<file path="src/rtl/pe_ctrl_pkg.sv">
// Shared types and constants for the weight-stationary PE array sequencer.
// Imported by pe_en_skew and pe_array_ctrl.
package pe_ctrl_pkg;

  typedef enum logic [2:0] {
    IDLE,
    WLOAD,
    COMPUTE,
    DRAIN,
    FIN
  } pe_ctrl_state_e;

  localparam int PE_DATA_W = 8;
  localparam int PE_PROD_W = 16;

endpackage

</file>
<file path="src/rtl/pe_en_skew.sv">
// Row-enable skew: en[r] is en0 delayed r cycles to follow the ifmap
// as it ripples down the array. Cleared by the async reset.
module pe_en_skew #(
  parameter int ROWS = 4
) (
  input  logic            clk,
  input  logic            rst_n,
  input  logic            en0,
  output logic [ROWS-1:0] en
);

  if (ROWS > 1) begin : g_sr
    logic [ROWS-2:0] q;

    always_ff @(posedge clk or negedge rst_n) begin
      if (!rst_n) begin
        q <= '0;
      end else begin
        q[0] <= en0;
        for (int i = 1; i < ROWS-1; i++) begin
          q[i] <= q[i-1];
        end
      end
    end

    assign en = {q, en0};
  end else begin : g_pass
    assign en = en0;
  end

endmodule

</file>
<file path="src/rtl/pe_array_ctrl.sv">
// Job sequencer for a ROWS x COLS weight-stationary PE array.
// Optional macro PE_CTRL_WEIGHT_REUSE_EN lets keep_w skip the weight load.
module pe_array_ctrl
  import pe_ctrl_pkg::*;
#(
  parameter int ROWS  = 4,
  parameter int COLS  = 4,
  parameter int LEN_W = 10
) (
  input  logic                 clk,
  input  logic                 rst_n,
  input  logic                 start,
  input  logic [LEN_W-1:0]     cfg_len,
  input  logic                 keep_w,
  input  logic                 w_valid,
  output logic                 w_ready,
  output logic [ROWS*COLS-1:0] w_load_en,
  input  logic                 if_valid,
  output logic                 if_ready,
  output logic [ROWS-1:0]      pe_en,
  output logic                 out_valid,
  output logic                 busy,
  output logic                 done
);

  localparam int NPE  = ROWS * COLS;
  localparam int WI_W = (NPE > 1) ? $clog2(NPE) : 1;
  localparam int DC_W = (ROWS > 2) ? $clog2(ROWS) : 1;

  localparam logic [WI_W-1:0] W_LAST = WI_W'(NPE - 1);
  localparam logic [DC_W-1:0] D_LAST = DC_W'(ROWS - 2);

  pe_ctrl_state_e state;
  pe_ctrl_state_e nxt;

  logic [LEN_W-1:0] len_q;
  logic [WI_W-1:0]  widx;
  logic [LEN_W-1:0] icnt;
  logic [DC_W-1:0]  dcnt;

  logic w_acc;
  logic i_acc;
  logic reuse;

  assign w_acc = w_ready && w_valid;
  assign i_acc = if_ready && if_valid;

`ifdef PE_CTRL_WEIGHT_REUSE_EN
  logic w_loaded;

  assign reuse = keep_w && w_loaded;

  always_ff @(posedge clk or negedge rst_n) begin
    if (!rst_n) begin
      w_loaded <= 1'b0;
    end else if (state == WLOAD && nxt != WLOAD) begin
      w_loaded <= 1'b1;
    end
  end
`else
  logic unused_keep;

  assign unused_keep = keep_w;
  assign reuse       = 1'b0;
`endif

  always_comb begin
    nxt = state;
    unique case (state)
      IDLE: begin
        if (start) begin
          if (!reuse) nxt = WLOAD;
          else if (cfg_len == '0) nxt = DRAIN;
          else nxt = COMPUTE;
        end
      end
      WLOAD: begin
        if (w_acc && widx == W_LAST) begin
          nxt = (len_q == '0) ? DRAIN : COMPUTE;
        end
      end
      COMPUTE: begin
        if (i_acc && icnt == len_q - LEN_W'(1)) begin
          nxt = DRAIN;
        end
      end
      DRAIN: begin
        if (dcnt == D_LAST) nxt = FIN;
      end
      FIN:     nxt = IDLE;
      default: nxt = IDLE;
    endcase
  end

  // Handshake/status outputs are registered from the next state.
  always_ff @(posedge clk or negedge rst_n) begin
    if (!rst_n) begin
      state    <= IDLE;
      w_ready  <= 1'b0;
      if_ready <= 1'b0;
      busy     <= 1'b0;
      done     <= 1'b0;
    end else begin
      state    <= nxt;
      w_ready  <= (nxt == WLOAD);
      if_ready <= (nxt == COMPUTE);
      busy     <= (nxt != IDLE);
      done     <= (nxt == FIN);
    end
  end

  always_ff @(posedge clk or negedge rst_n) begin
    if (!rst_n) begin
      len_q <= '0;
      widx  <= '0;
      icnt  <= '0;
      dcnt  <= '0;
    end else if (state == IDLE) begin
      if (start) begin
        len_q <= cfg_len;
        widx  <= '0;
        icnt  <= '0;
        dcnt  <= '0;
      end
    end else begin
      if (w_acc) widx <= widx + WI_W'(1);
      if (i_acc) icnt <= icnt + LEN_W'(1);
      if (state == DRAIN) dcnt <= dcnt + DC_W'(1);
    end
  end

  assign w_load_en = w_acc ? (NPE'(1) << widx) : '0;

  pe_en_skew #(
    .ROWS (ROWS)
  ) u_skew (
    .clk   (clk),
    .rst_n (rst_n),
    .en0   (i_acc),
    .en    (pe_en)
  );

  assign out_valid = pe_en[ROWS-1];

endmodule

</file>
<file path="config.mk">
export PLATFORM = sky130hd
export DESIGN_NAME = pe_array_ctrl
export DESIGN_NICKNAME = d
export VERILOG_FILES = /design/src/rtl/pe_ctrl_pkg.sv /design/src/rtl/pe_en_skew.sv /design/src/rtl/pe_array_ctrl.sv
export SDC_FILE = /design/constraint.sdc
export NUM_CORES = 1
export LEC_CHECK = 0
export ABC_AREA = 1
export CORE_UTILIZATION = 52
export DETAILED_ROUTE_END_ITERATION = 10
export DONT_BUFFER_PORTS = 1
export GPL_TIMING_DRIVEN = 0
export PLACE_DENSITY = 0.8
export SYNTH_ARGS = -nofsm -noshare
export SYNTH_HDL_FRONTEND = slang
export SYNTH_HIERARCHICAL = 1
export SYNTH_SLANG_ARGS = --single-unit
</file>
<file path="constraint.sdc">
create_clock -name clk -period 1.4 [get_ports clk]
set_input_delay 0.14 -clock clk [delete_from_list [all_inputs] [get_ports clk]]
set_output_delay 0.14 -clock clk [all_outputs]
set_load 0.005 [all_outputs]
</file>
Word level (Yosys, flattened, before mapping)
Index checks and enable logic that the tools add are counted.
{ "totals": {"output_inout_bits": 25, "input_bits": 16, "register_bits": 36, "word_cells": 55} }
{ "op_classes": {"muxes": 16, "reduce_logical": 14, "shift": 1, "eq_ne": 10, "add_sub_neg": 4} }
{ "ops": {"columns": ["operator", "count"], "rows": [
  ["$mux 10", 3],
  ["$mux 16", 1],
  ["$shl 1x4->16 const A", 1],
  ["$mux 3", 4],
  ["$mux 4", 3],
  ["$pmux 3 s4", 1],
  ["$add 10x1->10 const B", 1],
  ["$eq 10x10->1", 1],
  ["$logic_not 10->1", 1],
  ["$sub 10x1->10 const B", 1],
  ["$eq 3x2->1 const B", 3],
  ["$reduce_and 2->1", 4],
  ["$eq 3x1->1 const B", 2],
  ["$mux 2", 3],
  ["$reduce_bool 2->1", 3],
  ["$add 4x1->4 const B", 1],
  ["$eq 4x4->1 const B", 1],
  ["$logic_and 1x1->1", 4],
  ["$eq 3x3->1 const B", 1],
  ["$logic_not 3->1", 1],
  ["$reduce_bool 3->1", 1],
  ["$add 2x1->2 const B", 1],
  ["$eq 2x2->1 const B", 1],
  ["$ne 2x2->1 const B", 1],
  ["$mux 1", 1]
]} }

Logic depth before layout (Yosys ltp)
{ "logic_depth": {"depth_word": 6, "mapped_depth": 14} }

Hierarchy
The synthesis kept the hierarchy.
{ "by_module_without_submodules": {"columns": ["module", "cells_per_inst", "area_per_inst_um2", "seq_area_each_um2", "instances"], "rows": [
  ["pe_array_ctrl", 294, 2069.5, 825.8, 1],
  ["pe_en_skew", 4, 82.6, 75.1, 1]
]} }

Least setup slack after synthesis
No wires, ideal clock.
{ "synth_path": {"kind": "register to register", "startpoint": "reg len_q[0]", "endpoint": "reg if_ready", "stages_incl_launch_ff": 11, "setup_ns": 0.114, "setup_slack_ns": -0.086, "t_required_ns": 1.286, "arrival_ns": 1.372, "cell_sequence": "dfrtp_1 -> inv_2 -> ha_1 -> nand2_2 -> nor2_4 -> nand2_1 -> o21ai_1 -> nand2_1 -> and3_1 -> nand2_1 -> nor2_1"} }
{ "synth_between": {"elab_chain_cells": 6, "word_cells_on_any_way": 9, "cone_classes": "add/sub (1); eq/ne (2); mux (4); reduce/logical (2)"} }
{ "synth_rtl": {"columns": ["element", "line_no", "rtl"], "rows": [
  ["start, declared", "pe_array_ctrl.sv:36", "logic [LEN_W-1:0] len_q;"],
  ["start signal, assigned", "pe_array_ctrl.sv:120", "len_q <= cfg_len;"],
  ["$sub 10x1->10", "pe_array_ctrl.sv:83", "if (i_acc && icnt == len_q - LEN_W'(1)) begin"],
  ["$eq 10x10->1", "pe_array_ctrl.sv:83", null],
  ["$logic_and 1x1->1", "pe_array_ctrl.sv:83", null],
  ["$mux 3", "pe_array_ctrl.sv:83", null],
  ["$pmux 3 s4 (*)", "pe_array_ctrl.sv:69", "unique case (state)"],
  ["net nxt[0]", "pe_array_ctrl.sv:34", "pe_ctrl_state_e nxt;"],
  ["$eq 3x2->1 (*)", "pe_array_ctrl.sv:106", "if_ready <= (nxt == COMPUTE);"],
  ["end signal, assigned", "pe_array_ctrl.sv:106", null],
  ["end, declared", "pe_array_ctrl.sv:19", "output logic if_ready,"]
]} }
Mark *: on every way through the listed nets, which the timed path passes. The rest lies on a longest branch.
A chain may end at the register's enable or synchronous reset.

Final worst setup path
{ "layout_path": {"startpoint": "reg len_q[1]", "endpoint": "reg if_ready"} }
Same word-level chain as after synthesis.

==> results.py <==
metrics = {
    "final_layout": {
        "final_cells": 389,
        "nets": 363,
        "mostFrequentLayoutCell": "nand2_1",
        "area_growth_pct": 29.1,
        "layout_common_cells": "nand2_1 (73), dfrtp_1 (32), nor2_1 (28)",
        "layout-drive-gt1-share": 0.313,
        "num_antenna_cells": 0,
        "final_core_util": 0.695,
    },
    "setup_path": {
        "critical_path_class": "reg -> reg",
        "setup.worst_path.end": "if_ready",
        "critical_path.startpoint_type": "register",
        "crit_start": "len_q[1]",
        "r2r_slack_ns": -0.15,
        "reg2reg_from": "len_q[1]",
        "rr_endpoint": "if_ready",
        "path_max_fanout": 6,
        "endpoint_kind": "register",
        "crit_required_ns": 1.58,
        "r2r_cells": 10,
        "crit_arrival_ns": 1.73,
    },
    "timing": {
        "slew_violations": 0,
        "max_freq_ghz": 0.647,
        "setup_tns_ns": -0.373,
        "slew_headroom": 0.829,
        "fin_crit_sh": 1.10,
        "tightestPinTransition_ns": 0.254,
        "min_period_ns": 1.55,
        "worst_slack_ns": -0.146,
        "setup_viol": 5,
        "clock_skew_ns": 0.00787,
        "hold_violations": 0,
        "rsz0062_at_grt": "yes",
    },
    "cts": {
        "clock_latency_ns": 0.29,
        "clockBufferDepth": 2,
        "cts_root_buf": "clkbuf_8",
        "cts_buffers": 5,
        "clk_pin_slew_worst_paths_ns": 0.08,
        "tritoncts": "yes",
        "htree_num_levels": 2,
        "cts.sinks": 36,
    },
    "drt": {
        "firstDrtPassIters": 4,
        "vias_per_cell": 5.09,
        "drc": 0,
        "num_vias": 1981,
        "wl_per_cell_um": 12.5,
        "ant_nets": 0,
        "wl_um": 4880,
        "initialDrtViolationCount": 76,
    },
    "yosys": {
        "netlist_area_um2": 2150,
        "seq_area_frac_synth": 0.419,
        "syn-num-nets": 323,
        "synth_xor_area_frac": 0.0122,
        "synthMuxAreaShare": 0,
        "synth_compound_area_frac": 0.0820,
        "yosysUniqueCellTypes": 26,
        "synthCells": 298,
        "synth_seq_cells": 36,
        "synthSimpleGateAreaFrac": 0.337,
        "synth-adder-area-share": 0.0523,
        "avgSynthCellArea_um2": 7.22,
        "yosysWarnings": 6,
        "synth_top_family_by_area": "simple AND/OR/NAND/NOR gates",
    },
    "power": {
        "p_total_w": 0.00493,
        "p_comb_frac": 0.492,
        "switching_power_w": 0.00207,
        "power_frac_clock": 0.182,
        "power_density_nw_per_um2": 1780,
        "p_int_w": 0.00286,
        "p_sw_frac": 0.420,
        "leakage_nw": 1.33,
        "max-vdd-ir-drop_mv": 1.14,
        "power_frac_seq": 0.325,
    },
    "grt": {
        "grt_max_degree": 37,
        "met1_usage": 0.278,
        "grt_util_all_layers": 0.230,
        "antenna_found_initial": 0,
        "grt_pass1_wl_um": 7520,
        "grt_use_met2": 0.390,
        "grt.busiest_layer": "met2",
        "met3_usage": 0.0603,
        "overflow": 0,
        "grt_pass1_vias": 1733,
    },
    "die": {
        "rows": 23,
        "core_um2": 4000,
        "start_util": 0.538,
        "die_w_um": 66.3,
        "die_area_um2": 4400,
        "ios": 41,
        "die_y_um": 66.3,
    },
    "placement": {
        "hpwl_um": 3160,
        "globalplace.congestion": 0.814,
        "port-buffer-count": 0,
        "placed_cells": 348,
    },
    "job": {
        "drv_cap": 0,
    },
    "run_status": {
        "violations": "setup timing",
        "status": "complete, but fails checks",
    },
    "hold_path": {
        "hold_class": "in -> reg",
    },
}
==> final cells by class <==
| type | instances | area, um^2 |
|---|---|---|
| fillers | 324 | 1220 |
| well taps | 50 | 62.6 |
| repair buffers | 33 | 289 |
| inverters | 48 | 185 |
| plain buffers | 5 | 41.3 |
| clock buffers | 6 | 72.6 |
| flip-flops and latches | 36 | 906 |
| clock inverters | 2 | 35.0 |
| multi-input cells | 209 | 1190 |
==> layer usage <==
layer / wire length [um] / vias up
met5: 0 / -
met4: 78 / 0
met3: 222 / 8
met2: 2440 / 60
met1: 2140 / 897
li1: - / 1016
==> per-stage QoR <==
stage / area [um^2] / setup slack, ns / hold WS [ns]
6_report: 2780 / -0.146 / 0.0173
5_1_grt: 2780 / -0.338 / 0.0317
4_1_cts: 2580 / -0.157 / 0.0174
3_5_place_dp: 2230 / -0.178 / -0.155
3_3_place_gp: 2230 / -0.160 / -0.155
2_1_floorplan: 2170 / -0.0146 / -0.156
==> sequential cells by signal (all words and copies together) (netlist names) <==
register and count:
state 3, w_ready 1, done 1, len_q 10, widx 4, icnt 10, if_ready 1, u_skew/g_sr.q 3
dcnt 2, busy 1
==> power by group through the flow <==
stage / clock [W] / sequential (W) / combinational [W]
2_1_floorplan: 0 / 0.00153 / 0.00151
3_3_place_gp: 0 / 0.00156 / 0.00176
3_5_place_dp: 0 / 0.00157 / 0.00183
4_1_cts: 0.000908 / 0.00154 / 0.00206
5_1_grt: 0.000945 / 0.00164 / 0.00274
6_report: 0.000899 / 0.00161 / 0.00243
==> cell families (layout without fill, tap and decap cells) <==
group / Yosys count / in the layout
flops: 36 / 36
fa+ha+maj: 9 / 9
buf+inv: 53 / 94
compound gates: 32 / 32
simple gates: 165 / 165
xor+xnor: 3 / 3
==> worst min-delay path by stage <==
stage | from | endpoint | slack [ns] | cells past startpoint
after global placement | rst_n | widx[2] | -0.15 | 0
after global routing | if_valid | u_skew/g_sr.q[0] | 0.03 | 2
after detailed placement | rst_n | widx[2] | -0.16 | 0
final | if_valid | u_skew/g_sr.q[0] | 0.02 | 2
after CTS | if_valid | u_skew/g_sr.q[0] | 0.02 | 2
after floorplan | rst_n | busy | -0.16 | 0
==> worst max-delay path, cell delays in order (launching register included) <==
cell,delay (ns)
dfrtp_1,0.39
inv_2,0.08
ha_4,0.15
nand2_4,0.07
nor2_4,0.15
nand2_2,0.09
o21ai_1,0.14
nand2_1,0.09
and3_1,0.16
nand2_1,0.09
nor2_1,0.04
==> synth_stat cells <==
cell type	n	area, um^2
inv_2	17	63.8
nand3b_1	2	15.0
a21oi_1	5	25.0
nor4_2	1	12.5
o31ai_1	1	7.51
o21ai_1	22	110
nand4_1	5	31.3
nand2_2	7	43.8
and3_1	1	6.26
nor3_1	4	20.0
o22ai_1	2	12.5
dfrtp_1	36	901
xor2_1	2	17.5
nand3_2	1	10.0
inv_1	31	116
nand3_1	17	85.1
buf_4	2	15.0
nor2_2	1	6.26
buf_2	3	15.0
nand2_1	81	304
xnor2_1	1	8.76
o31ai_2	1	12.5
ha_1	9	113
nor2_1	42	158
nor2_4	3	33.8
o32ai_1	1	8.76
==> repair_timing <==
action,4_1_cts,5_1_grt
hold buffers,12,0
hold endpoints to repair,46,0
setup buffers,13,7
endpoints found under the setup margin,21,43
resized for setup,4,48
pin swaps,5,22
gates cloned,0,1
Power figures use the tool's default switching activity.
